==> src/rtl/load_store_unit_if.sv <==
// Word-organised data-memory bus between the load/store unit (master) and
// the data memory (slave): one strobe at a time, completed by mem_ready.
interface load_store_unit_if #(
  parameter int ADDR_W = 32
);
  logic [ADDR_W-3:0] mem_addr;
  logic              mem_read;
  logic              mem_write;
  logic [31:0]       mem_wdata;
  logic [31:0]       mem_rdata;
  logic              mem_ready;

  modport master (
    output mem_addr, mem_read, mem_write, mem_wdata,
    input  mem_rdata, mem_ready
  );

  modport slave (
    input  mem_addr, mem_read, mem_write, mem_wdata,
    output mem_rdata, mem_ready
  );
endinterface

==> src/rtl/load_store_unit.sv <==
// MIPS load/store unit: lane extraction with sign/zero extension on loads,
// read-modify-write for sb/sh over a whole-word memory port.
module load_store_unit #(
  parameter int ADDR_W = 32
) (
  input  logic                     clk,
  input  logic                     rst_n,
  input  logic                     start,
  input  logic [5:0]               opcode,
  input  logic [ADDR_W-1:0]        address,
  input  logic [31:0]              write_data,
  output logic [31:0]              load_data,
  output logic                     busy,
  output logic                     done,
  output logic                     misaligned,
  load_store_unit_if.master        mem
);

  localparam logic [5:0] OP_LB  = 6'h20;
  localparam logic [5:0] OP_LH  = 6'h21;
  localparam logic [5:0] OP_LW  = 6'h23;
  localparam logic [5:0] OP_LBU = 6'h24;
  localparam logic [5:0] OP_LHU = 6'h25;
  localparam logic [5:0] OP_SB  = 6'h28;
  localparam logic [5:0] OP_SH  = 6'h29;
  localparam logic [5:0] OP_SW  = 6'h2B;

  typedef enum logic [2:0] {IDLE, LOAD, STORE, RMW_RD, RMW_WR} state_t;

  state_t             state_q, state_d;
  logic [5:0]         opcode_q;
  logic [ADDR_W-1:0]  addr_q;
  logic [15:0]        data_q;
  logic [31:0]        wdata_q;

  logic req_known, req_load, req_sw, req_rmw, req_misaligned, accept;
  logic [7:0]  byte_lane;
  logic [15:0] half_lane;
  logic [31:0] load_ext;
  logic [31:0] merged;

  // Request decode works on the live inputs; the decision is made on the
  // same edge that latches them.
  // NOTE: every always_comb output gets a default first so no path infers a latch.
  always_comb begin
    req_known      = 1'b1;
    req_load       = 1'b0;
    req_sw         = 1'b0;
    req_rmw        = 1'b0;
    req_misaligned = 1'b0;
    case (opcode)
      OP_LB, OP_LBU: req_load = 1'b1;
      OP_LH, OP_LHU: begin req_load = 1'b1; req_misaligned = address[0];      end
      OP_LW:         begin req_load = 1'b1; req_misaligned = |address[1:0];   end
      OP_SB:         req_rmw = 1'b1;
      OP_SH:         begin req_rmw  = 1'b1; req_misaligned = address[0];      end
      OP_SW:         begin req_sw   = 1'b1; req_misaligned = |address[1:0];   end
      default:       req_known = 1'b0;
    endcase
  end

  assign accept = (state_q == IDLE) && start;

  // State register
  // NOTE: sequential state uses non-blocking assignments so all flops update together.
  always_ff @(posedge clk or negedge rst_n) begin
    if (!rst_n) state_q <= IDLE;
    else        state_q <= state_d;
  end

  // Next-state logic
  always_comb begin
    state_d = state_q;
    unique case (state_q)
      IDLE: begin
        if (start && req_known && !req_misaligned) begin
          if (req_load)    state_d = LOAD;
          else if (req_sw) state_d = STORE;
          else if (req_rmw) state_d = RMW_RD;
        end
      end
      LOAD, STORE, RMW_WR: if (mem.mem_ready) state_d = IDLE;
      RMW_RD:              if (mem.mem_ready) state_d = RMW_WR;
      default:             state_d = IDLE;
    endcase
  end

  // Strobe and stall outputs
  always_comb begin
    mem.mem_read  = 1'b0;
    mem.mem_write = 1'b0;
    busy          = 1'b1;
    unique case (state_q)
      IDLE:          busy          = 1'b0;
      LOAD, RMW_RD:  mem.mem_read  = 1'b1;
      STORE, RMW_WR: mem.mem_write = 1'b1;
      default:       busy          = 1'b0;
    endcase
  end

  // Little-endian lane selection from the returned word
  assign byte_lane = mem.mem_rdata[{addr_q[1:0], 3'b000} +: 8];
  assign half_lane = addr_q[1] ? mem.mem_rdata[31:16] : mem.mem_rdata[15:0];

  always_comb begin
    unique case (opcode_q)
      OP_LB:   load_ext = {{24{byte_lane[7]}}, byte_lane};
      OP_LBU:  load_ext = {24'd0, byte_lane};
      OP_LH:   load_ext = {{16{half_lane[15]}}, half_lane};
      OP_LHU:  load_ext = {16'd0, half_lane};
      default: load_ext = mem.mem_rdata;
    endcase
  end

  always_comb begin
    merged = mem.mem_rdata;
    if (opcode_q == OP_SB) merged[{addr_q[1:0], 3'b000} +: 8] = data_q[7:0];
    else                   merged[{addr_q[1], 4'b0000} +: 16] = data_q;
  end

  // Request latches, write word, load result and completion pulses
  always_ff @(posedge clk or negedge rst_n) begin
    if (!rst_n) begin
      opcode_q   <= '0;
      addr_q     <= '0;
      data_q     <= '0;
      wdata_q    <= '0;
      load_data  <= '0;
      done       <= 1'b0;
      misaligned <= 1'b0;
    end else begin
      done       <= 1'b0;
      misaligned <= 1'b0;
      unique case (state_q)
        IDLE: begin
          if (accept) begin
            opcode_q <= opcode;
            addr_q   <= address;
            data_q   <= write_data[15:0];
            if (req_sw && !req_misaligned) wdata_q <= write_data;
            // Rejected requests complete immediately without touching memory.
            if (!req_known || req_misaligned) begin
              done       <= 1'b1;
              misaligned <= req_known;
            end
          end
        end
        LOAD: begin
          if (mem.mem_ready) begin
            load_data <= load_ext;
            done      <= 1'b1;
          end
        end
        RMW_RD:        if (mem.mem_ready) wdata_q <= merged;
        STORE, RMW_WR: if (mem.mem_ready) done    <= 1'b1;
        default: ;
      endcase
    end
  end

  assign mem.mem_addr  = addr_q[ADDR_W-1:2];
  assign mem.mem_wdata = wdata_q;

endmodule

==> src/flat_wrapper.sv <==
// flat-port wrapper written by rule: the top's interface ports become plain ports
module load_store_unit_flat 
#(
  parameter int ADDR_W = 32
)
  (clk, rst_n, start, opcode, address, write_data, load_data, busy, done, misaligned, mem_mem_addr, mem_mem_read, mem_mem_write, mem_mem_wdata, mem_mem_rdata, mem_mem_ready);
  load_store_unit_if #(.ADDR_W(ADDR_W)) mem_i ();
  input  logic clk;
  input  logic rst_n;
  input  logic start;
  input  logic [5:0] opcode;
  input  logic [ADDR_W-1:0] address;
  input  logic [31:0] write_data;
  output logic [31:0] load_data;
  output logic busy;
  output logic done;
  output logic misaligned;
  output wire logic [$bits(mem_i.mem_addr)-1:0] mem_mem_addr;
  output wire logic [$bits(mem_i.mem_read)-1:0] mem_mem_read;
  output wire logic [$bits(mem_i.mem_write)-1:0] mem_mem_write;
  output wire logic [$bits(mem_i.mem_wdata)-1:0] mem_mem_wdata;
  input wire logic [$bits(mem_i.mem_rdata)-1:0] mem_mem_rdata;
  input wire logic [$bits(mem_i.mem_ready)-1:0] mem_mem_ready;
  assign mem_mem_addr = mem_i.mem_addr;
  assign mem_mem_read = mem_i.mem_read;
  assign mem_mem_write = mem_i.mem_write;
  assign mem_mem_wdata = mem_i.mem_wdata;
  assign mem_i.mem_rdata = mem_mem_rdata;
  assign mem_i.mem_ready = mem_mem_ready;
  load_store_unit #(.ADDR_W(ADDR_W)) u_core (.clk(clk), .rst_n(rst_n), .start(start), .opcode(opcode), .address(address), .write_data(write_data), .load_data(load_data), .busy(busy), .done(done), .misaligned(misaligned), .mem(mem_i));
endmodule
==> config.mk <==
export PLATFORM = sky130hd
export DESIGN_NAME = load_store_unit_flat
export DESIGN_NICKNAME = d
export VERILOG_FILES = /design/src/rtl/load_store_unit_if.sv /design/src/rtl/load_store_unit.sv /design/src/flat_wrapper.sv
export SDC_FILE = /design/constraint.sdc
export NUM_CORES = 1
export LEC_CHECK = 0
export BUFFER_PORTS_ARGS = -buffer_cell sky130_fd_sc_hd__clkbuf_2
export CAP_MARGIN = 40
export CORE_MARGIN = 4
export CORE_UTILIZATION = 54
export DETAILED_ROUTE_END_ITERATION = 6
export GPL_TIMING_DRIVEN = 0
export HOLD_SLACK_MARGIN = 0.12
export MAX_ROUTING_LAYER = met4
export PLACE_DENSITY = 0.83
export SYNTH_ARGS = -nofsm -noshare
export SYNTH_HDL_FRONTEND = slang
export SYNTH_SLANG_ARGS = --single-unit
==> constraint.sdc <==
create_clock -name clk -period 5.3 [get_ports clk]
set_input_delay 1.06 -clock clk [delete_from_list [all_inputs] [get_ports clk]]
set_output_delay 1.06 -clock clk [all_outputs]
set_load 0.02 [all_outputs]
==> flow_metrics.py, run 1 <==
metrics = {
    "synth": {
        "synth_warnings": 0,
        "yosysTopAreaCell": "dfrtp_1",
        "synth-seq-area-share": 0.439,
        "synth_cell_types": 57,
        "yosys.area.top_type_share": 0.439,
        "ys_async_sr_fraction": 1.00,
        "ys.flop_type": "dfrtp_1",
        "synth_enable_flop_cells": 0,
        "synth.cell_area_um2": 7020,
        "synth_fp_nets": 875,
        "synth.avg_cell_area_um2": 9.18,
        "synth_seq_cells": 123,
        "synth.area.top_cells": "dfrtp_1 (44%), nand2_1 (8.5%), mux2i_1 (5.1%)",
        "synthCells": 764,
    },
    "pwr": {
        "p_clk_frac": 0.315,
        "leakage_uw": 0.00444,
        "power.switching_uw": 1220,
        "ir_worst_vdd_mv": 0.205,
        "swShare": 0.351,
        "p_comb_frac": 0.314,
        "power.density_nw_per_um2": 393,
        "p_seq_frac": 0.372,
        "intPower_uw": 2260,
    },
    "critical_path": {
        "cp_num_buf_inv": 3,
        "crit_path_end_kind": "register",
        "critPathMostFrequentCell": "clkbuf_1",
        "crit_arrival_ps": 3870,
        "rrSetupSlack_ps": 1780,
        "critical_path_required_ps": 5650,
        "rr_worst_depth": 8,
        "reg2reg_from": "u_core.addr_q[1]",
        "rr_endpoint": "u_core.mem.mem_wdata[28]",
        "slowest_delay_ps": 650,
        "critPathTopFamily": "buffers and inverters",
        "crit_type": "reg -> reg",
        "worstPathCellList": "clkbuf_1 -> clkinv_1 -> clkbuf_1 -> ha_1 -> nor3b_1 -> and3_1 -> o311ai_0 -> a2bb2oi_2",
        "critPathMaxFanout": 12,
        "crit_slowest_cell": "nor3b_1",
        "startpoint_type": "register",
    },
    "job": {
        "cap_violations": 0,
    },
    "timing": {
        "min_period_over_period": 0.665,
        "slew_viol_final": 0,
        "setup_viol": 0,
        "skew_ps": 5.75,
        "rsz0062_at_grt": "false",
        "finalSetupTns_ps": 0,
        "whs_ps": 473,
        "timing_worst_slew_pin_value_ps": 916,
        "setup_ws_ps": 1780,
        "slew_headroom": 0.386,
        "period_needed_ps": 3520,
        "hold_viol": 0,
        "max_freq_ghz": 0.284,
    },
    "global_routing": {
        "antenna_found_initial": 0,
        "grt_max_degree": 77,
        "track_usage": 0.310,
        "overflow": 0,
        "grt_pass1_vias": 6687,
        "grt_pass1_wl_um": 35100,
    },
    "floorplanning": {
        "dieArea_um2": 14900,
        "io_pins": 205,
        "coreArea_um2": 12700,
        "die_w_um": 122,
        "initial_core_util": 0.554,
        "num_rows": 41,
        "fp.dieH_um": 122,
    },
    "clock_tree": {
        "cts.repair.resized": 0,
        "cts_tree": "done",
        "clock_latency_ps": 420,
        "cts_hold_buffers": 0,
        "clockBufferDepth": 2,
        "htreeDepth": 4,
        "root_buffer": "clkbuf_16",
        "clk_pin_slew_ps": 50,
        "cts_made_buffers": 17,
        "cts.sinks": 123,
        "post_cts_buffers": 0,
    },
    "routing": {
        "wl_um": 22400,
        "drc_errors": 0,
        "viasPerCell": 5.97,
        "drtPass1Iterations": 6,
        "routed-via-count": 6991,
        "drt_iter0_markers": 717,
        "wl_per_cell_um": 19.1,
        "ant_nets": 0,
    },
    "placement": {
        "placed_area_um2": 8290,
        "dp_slack_ps": 1600,
        "dp_hpwl_um": 16600,
        "place.gp.congestion": 0.997,
        "io_buffers": 204,
    },
    "worst_hold_path": {
        "hp-start": "u_core.addr_q[21]",
        "holdPathEnd": "u_core.addr_q[21]",
        "hold_path.class": "reg -> reg",
        "hold_path_depth": 2,
    },
    "cells_and_area": {
        "area_delta_synth_final_pct": 26.1,
        "n_antenna_cell": 0,
        "layout_common_cells": "clkbuf_2 (204), nand2_1 (159), dfrtp_1 (123), o21ai_0 (65), clkbuf_1 (49)",
        "final_area_um2": 8840,
        "final_common_cell": "clkbuf_2",
        "num-nets-final": 1099,
        "utilization": 0.698,
        "drive_above_1_share": 0.299,
    },
    "status": {
        "status": "completed",
    },
}
==> layout make-up <==
cell class                 instances  area [µm²]
inverter                          14        52.6
timing repair buffer             205        1060
clock buffer                      24         492
tap                              172         215
clock inverter                     7        65.1
sequential                       123        3080
multi-input combinational        537        3390
buffer                            90         499
fill                            1015        3830
==> sequential cells by signal, indices dropped and copies added, names as in the netlist <==
name,count
u_core.opcode_q,6
u_core.addr_q,32
u_core.misaligned,1
u_core.done,1
u_core.data_q,16
u_core.load_data,32
u_core.mem.mem_wdata,32
u_core.state_q,3
==> Yosys cell counts (all sizes together), types with 17 or more instances <==
library cell  count
clkbuf           47
and3             17
nor2b            20
o22ai            24
nand2           160
o311ai           17
buf              43
a21oi            18
a211oi           22
o21ai            77
dfrtp           123
mux2i            36
==> power by group through the flow <==
stage / combinational (µW) / clock, µW / sequential (µW)
floorplan: 522 / 0 / 1450
global placement: 1050 / 0 / 1290
detailed placement: 1080 / 0 / 1300
CTS: 1090 / 1100 / 1290
global route: 1170 / 1150 / 1310
finish: 1090 / 1090 / 1290
==> cells by family after synthesis <==
kind of cell,share of synthesized area
xor gates and xnor gates,0.00125
AOI/OAI and AO/OA,0.225
adders and majority gates,0.00892
DFF,0.439
buffers and inverters,0.0787
muxes,0.0658
and+or+nand+nor,0.182
==> stage by stage <==
stage	instances	power, µW
final	1172	3480
after global routing	1172	3630
after floorplan	764	1970
after CTS	1172	3480
after global placement	1140	2350
after detailed placement	1141	2380
==> how the worst max path moves through the flow <==
| stage | start | end | slack, ps | cells after the start |
|---|---|---|---|---|
| after floorplan | start | u_core.mem.mem_wdata[16] | 2490 | 7 |
| after global placement | rst_n | u_core.addr_q[14] | 1260 | 1 |
| after detailed placement | mem_mem_ready | u_core.load_data[24] | 1600 | 7 |
| after CTS | u_core.addr_q[1] | u_core.mem.mem_wdata[25] | 1880 | 8 |
| after global routing | u_core.addr_q[1] | u_core.mem.mem_wdata[25] | 1550 | 8 |
| final | u_core.addr_q[1] | u_core.mem.mem_wdata[28] | 1780 | 8 |
==> worst min-delay path: stages, from the launching register on <==
cell and delay, ps:
dfrtp_1 340, nand2_1 50, nand2_1 50
==> metal layers <==
| metal | vias to the layer above | global-route usage | part of all wire |
|---|---|---|---|
| met3 | 54 | 0.0617 | 0.083 |
| li1 | 3212 | - | - |
| met4 | 0 | 0.116 | 0.028 |
| met1 | 3383 | 0.415 | 0.42 |
| met5 | - | - | 0 |
| met2 | 342 | 0.468 | 0.47 |
Note: power is estimated with default switching activity, not from simulation.
==> inputs of run 2 (changes only) <==
--- a/config.mk
+++ b/config.mk
@@ -8,12 +8,12 @@
 export BUFFER_PORTS_ARGS = -buffer_cell sky130_fd_sc_hd__clkbuf_2
 export CAP_MARGIN = 40
 export CORE_MARGIN = 4
-export CORE_UTILIZATION = 54
+export CORE_UTILIZATION = 48
 export DETAILED_ROUTE_END_ITERATION = 6
 export GPL_TIMING_DRIVEN = 0
 export HOLD_SLACK_MARGIN = 0.12
 export MAX_ROUTING_LAYER = met4
-export PLACE_DENSITY = 0.83
+export PLACE_DENSITY = 0.78
 export SYNTH_ARGS = -nofsm -noshare
 export SYNTH_HDL_FRONTEND = slang
 export SYNTH_SLANG_ARGS = --single-unit
==> constraint.sdc (replaced) <==
create_clock -name clk -period 2.9 [get_ports clk]
set_input_delay 0.58 -clock clk [delete_from_list [all_inputs] [get_ports clk]]
set_output_delay 0.58 -clock clk [all_outputs]
set_load 0.02 [all_outputs]
==> run 2 against run 1 <==
Against the previous run: clock skew is 1.3 ps lower; power is 86% higher; global-route usage is 3.0 points lower; wire length is 1.7% higher; sequential power is 83% higher; die area is 12% higher; maximum frequency is 27% higher; worst setup slack worse by 1600 ps; largest cell class unchanged; largest power group unchanged.
==> flow_metrics.py, run 2 (same netlist as run 1, synthesis figures left out) <==
metrics = {
    "floorplanning": {
        "coreArea_um2": 14100,
        "dieArea_um2": 16600,
        "fp.dieH_um": 129,
        "io_pins": 205,
        "initial_core_util": 0.498,
        "die_w_um": 129,
        "num_rows": 43,
    },
    "cells_and_area": {
        "fill_cells": 1239,
        "area_delta_synth_final_pct": 27.5,
        "num-nets-final": 1101,
        "final_area_um2": 8950,
        "final_common_cell": "clkbuf_2",
        "layout_common_cells": "clkbuf_2 (205), nand2_1 (159), dfrtp_1 (123), o21ai_0 (65), clkbuf_1 (45)",
        "n_antenna_cell": 0,
        "drive_above_1_share": 0.310,
    },
    "timing": {
        "skew_ps": 4.50,
        "slew_viol_final": 0,
        "hold_viol": 0,
        "period_needed_ps": 2770,
        "timing_worst_slew_pin_value_ps": 777,
        "slew_headroom": 0.482,
        "rsz0062_at_grt": "false",
        "setup_viol": 0,
        "max_freq_ghz": 0.361,
        "min_period_over_period": 0.955,
    },
    "placement": {
        "io_buffers": 204,
        "place.gp.congestion": 0.967,
        "dp_hpwl_um": 17000,
        "placed_area_um2": 8300,
    },
    "clock_tree": {
        "cts_tree": "done",
        "cts.sinks": 123,
        "post_cts_buffers": 0,
        "clock_latency_ps": 420,
        "clockBufferDepth": 2,
        "root_buffer": "clkbuf_16",
        "clk_pin_slew_ps": 60,
        "htreeDepth": 4,
        "cts_made_buffers": 17,
    },
    "critical_path": {
        "cp_num_buf_inv": 3,
        "crit_path_end_kind": "register",
        "worstPathCellList": "clkbuf_4 -> clkinvlp_4 -> clkbuf_2 -> ha_1 -> nand3b_1 -> nor4_1 -> a311oi_1 -> o22ai_1",
        "startpoint_type": "register",
        "critPathTopFamily": "buffers and inverters",
        "critical_path_required_ps": 3190,
        "slowest_delay_ps": 460,
        "critPathMaxFanout": 12,
        "crit_slowest_cell": "dfrtp_1",
        "crit_arrival_ps": 3060,
        "crit_type": "reg -> reg",
    },
    "global_routing": {
        "overflow": 0,
        "use_met3": 0.0643,
        "grt.busiest_layer": "met2",
        "grt_max_degree": 77,
        "grt_util_met2": 0.417,
        "track_usage": 0.280,
        "antenna_found_initial": 0,
        "grt_pass1_vias": 6602,
        "grt_pass1_wl_um": 35500,
        "grtUsageMet1": 0.377,
    },
    "routing": {
        "routed-via-count": 6937,
        "drt_iter0_markers": 612,
        "drtPass1Iterations": 6,
        "viasPerCell": 5.86,
        "wl_per_cell_um": 19.3,
        "ant_nets": 0,
        "wl_um": 22800,
        "drc_errors": 0,
    },
    "job": {
        "cap_violations": 0,
    },
    "worst_hold_path": {
        "hold_path.class": "in -> reg",
    },
    "pwr": {
        "ir_worst_vdd_mv": 0.524,
        "p_total_uw": 6470,
        "power.density_nw_per_um2": 724,
        "leakage_uw": 0.00447,
    },
    "status": {
        "status": "completed",
    },
}
## run 2: changes by cell type in the layout (fill, tap and decap cells not counted), moves of 2 or more
cell / previous run / this run
clkinv_4: 0 / 4
o311ai_0: 17 / 6
clkinv_2: 4 / 2
clkbuf_8: 5 / 2
clkbuf_1: 49 / 45
o311ai_1: 0 / 10
clkinvlp_4: 2 / 5
## run 2: layer usage
metal / vias to the layer above / routed length [µm]
met4: 0 / 618
met3: 47 / 2030
met1: 3335 / 9490
met2: 332 / 10600
met5: - / 0
li1: 3223 / -
## run 2: stage by stage
step	std cells	TNS, ps	hold slack (ps)	worst slack (ps)	util
finish	1183	0	347	132	0.635
detailed placement	1150	-6900	463	-526	0.589
global route	1183	0	336	25.7	0.635
floorplan	764	0	284	376	-
CTS	1183	0	334	20.9	0.632
global placement	1148	-92720	458	-696	0.586
## run 2: what timing repair did
item,in CTS,in global routing
endpoints found under the setup margin,32,20
hold buffers,1,0
resized for setup,5,17
endpoints found under the hold margin,21,0
## run 2: final cells by class
type / count / area [µm²] / share of cell area
Buffer: 90 / 504 / 0.0564
Clock buffer: 19 / 443 / 0.0495
Clock inverter: 13 / 144 / 0.0161
Inverter: 14 / 56.3 / 0.00629
Multi-Input combinational cell: 537 / 3420 / 0.383
Sequential cell: 123 / 3080 / 0.344
Tap cell: 180 / 225 / 0.0252
Timing Repair Buffer: 207 / 1070 / 0.120
## run 2: tightest hold or removal path: cells and delay by family
kind | cells | cell delay, ps
AND/OR/NAND/NOR | 2 | 80
buffers and inverters | 1 | 70
## run 2: power breakdown
| group | switching (µW) | total (µW) | leakage [µW] | internal [µW] |
|---|---|---|---|---|
| sequential | 266 | 2360 | 0.00155 | 2090 |
| clock | 814 | 2100 | 0.000276 | 1290 |
| combinational | 1220 | 2010 | 0.00265 | 788 |
## run 2: final timing paths
kind,from,endpoint,slack [ps],cells after the start
setup / recovery,u_core.addr_q[1],u_core.mem.mem_wdata[4],130,8
hold / removal,address[2],u_core.addr_q[2],350,3
setup reg to reg,u_core.addr_q[1],u_core.mem.mem_wdata[4],130,8
hold reg to reg,u_core.addr_q[5],u_core.addr_q[5],470,2
max in group asynchronous,rst_n,u_core.addr_q[30],1510,3
min in group asynchronous,rst_n,u_core.mem.mem_wdata[22],670,2
==> inputs of run 3 (changes only) <==
==> constraint.sdc (replaced) <==
create_clock -name clk -period 2.3 [get_ports clk]
set_input_delay 0.46 -clock clk [delete_from_list [all_inputs] [get_ports clk]]
set_output_delay 0.46 -clock clk [all_outputs]
set_load 0.02 [all_outputs]
==> run 3 against run 2 <==
Against the previous run: worst setup slack got worse by 46 ps; sequential power rose by 26%; non-clock buffer count rose by 2; die area did not move.
==> flow_metrics.py, run 3 (same netlist as run 1, synthesis figures left out) <==
metrics = {
    "status": {
        "status": "completed",
    },
    "clock_tree": {
        "clock_latency_ps": 430,
        "cts_tree": "done",
        "clk_pin_slew_ps": 60,
        "clockBufferDepth": 2,
        "root_buffer": "clkbuf_16",
        "htreeDepth": 4,
        "cts.sinks": 123,
        "cts_made_buffers": 17,
    },
    "timing": {
        "period_needed_ps": 2210,
        "rsz0062_at_grt": "false",
        "skew_ps": 7.68,
        "finalSetupTns_ps": 0,
        "setup_ws_ps": 85.9,
        "hold_viol": 0,
        "slew_viol_final": 0,
        "setup_viol": 0,
        "timing_worst_slew_pin_value_ps": 770,
        "max_freq_ghz": 0.452,
        "slew_headroom": 0.487,
        "min_period_over_period": 0.963,
    },
    "placement": {
        "dp_hpwl_um": 16800,
        "place.gp.congestion": 0.943,
        "io_buffers": 204,
        "dp_slack_ps": -639,
    },
    "pwr": {
        "ir_worst_vdd_mv": 0.548,
        "p_seq_frac": 0.346,
        "power.density_nw_per_um2": 930,
        "leakage_uw": 0.00463,
        "swShare": 0.338,
        "intPower_uw": 5710,
        "p_clk_frac": 0.353,
        "power.switching_uw": 2910,
        "p_comb_frac": 0.301,
    },
    "routing": {
        "drtPass1Iterations": 5,
        "routed-via-count": 7067,
        "drt_iter0_markers": 750,
        "drc_errors": 0,
        "ant_nets": 0,
        "viasPerCell": 5.96,
        "wl_per_cell_um": 19.6,
        "wl_um": 23200,
    },
    "global_routing": {
        "track_usage": 0.289,
        "antenna_found_initial": 0,
        "overflow": 0,
        "grt_pass1_vias": 6787,
        "grt_pass1_wl_um": 36500,
        "grt_max_degree": 76,
    },
    "cells_and_area": {
        "layout_common_cells": "clkbuf_2 (216), nand2_1 (158), dfrtp_1 (119), o21ai_0 (58)",
        "multi_input_area_um2": 3570,
        "final_common_cell": "clkbuf_2",
        "ff_latch_area_um2": 3080,
        "n_antenna_cell": 0,
        "fill_cells": 1200,
        "drive_above_1_share": 0.357,
        "area_delta_synth_final_pct": 32.2,
        "num-nets-final": 1103,
    },
    "floorplanning": {
        "die_w_um": 129,
        "fp.dieH_um": 129,
        "initial_core_util": 0.498,
        "dieArea_um2": 16600,
        "num_rows": 43,
        "io_pins": 205,
        "coreArea_um2": 14100,
    },
    "critical_path": {
        "critical_path_required_ps": 2580,
        "critPathTopFamily": "buffers and inverters",
        "crit_path_end_kind": "register",
        "startpoint_type": "register",
        "crit_slowest_cell": "dfrtp_2",
        "crit_arrival_ps": 2500,
        "cp_num_buf_inv": 4,
        "crit_type": "reg -> reg",
        "worstPathCellList": "clkbuf_8 -> clkinv_4 -> clkbuf_8 -> ha_4 -> nand3b_1 -> buf_4 -> nor4_1 -> a311oi_1 -> o22ai_1",
        "critPathMaxFanout": 12,
        "slowest_delay_ps": 400,
        "critPathMostFrequentCell": "clkbuf_8",
    },
    "worst_hold_path": {
        "hold_path.class": "in -> reg",
    },
    "job": {
        "cap_violations": 0,
    },
}
==> run 3: cell types whose count changed in the layout (fill, tap and decap cells not counted), moves of 7 or more <==
cell      change
clkbuf_1     -19
clkbuf_2     +11
o21ai_0       -7
o21ai_2       +7
==> run 3: cell type report <==
type,count,share of cell area
multi-input combinational,537,0.386
sequential,123,0.333
timing repair buffer,215,0.122
buffer,84,0.0578
clock buffer,21,0.0518
tap,180,0.0243
clock inverter,11,0.0202
inverter,14,0.00621
==> run 3: worst paths after layout <==
path	to	start	cells past startpoint	slack, ps
worst max-delay path	u_core.mem.mem_wdata[1]	u_core.addr_q[1]	9	90
worst min-delay path	u_core.addr_q[20]	address[20]	3	220
worst max register to register	u_core.mem.mem_wdata[1]	u_core.addr_q[1]	9	90
worst min register to register	u_core.addr_q[20]	u_core.addr_q[20]	2	470
max in group asynchronous	u_core.data_q[13]	rst_n	3	1040
min in group asynchronous	u_core.mem.mem_wdata[21]	rst_n	2	530
==> run 3: worst reg2reg max path: cells and delay by family, from the launching register on <==
| family | cells | cell delay, ps |
|---|---|---|
| compound gates | 2 | 520 |
| fa+ha+maj | 1 | 300 |
| buf+inv | 4 | 670 |
| flops | 1 | 400 |
| simple gates | 2 | 180 |
==> run 3: what timing repair did <==
action	4_1_cts	5_1_grt
resized for setup	63	28
hold endpoints to repair	48	0
setup buffers	3	5
hold buffers	1	0
setup endpoints to repair	49	85
pin swaps	4	3
==> run 3: routing by layer <==
layer  vias to the layer above  wire (µm)  GRT usage
met3                        75       1960     0.0697
met4                         0        741      0.104
li1                       3216          -          -
met1                      3424       9620      0.389
met5                         -          0          -
met2                       352      10800      0.426
==> run 3: through the flow <==
step	std cells	util	hold slack (ps)	total power [µW]	instance area [µm²]
floorplan	764	-	164	4540	7030
global placement	1148	0.587	459	5420	8280
detailed placement	1150	0.590	436	5490	8320
CTS	1181	0.650	208	8590	9170
global route	1185	0.658	218	9000	9270
finish	1185	0.658	217	8620	9270
==> run 3: power groups by stage <==
stage               clock network [µW]  logic (µW)  registers (µW)
CTS                               3060        2560            2980
global placement                     0        2450            2980
finish                            3040        2600            2980
detailed placement                   0        2500            2990
floorplan                            0        1210            3340
global route                      3160        2800            3040
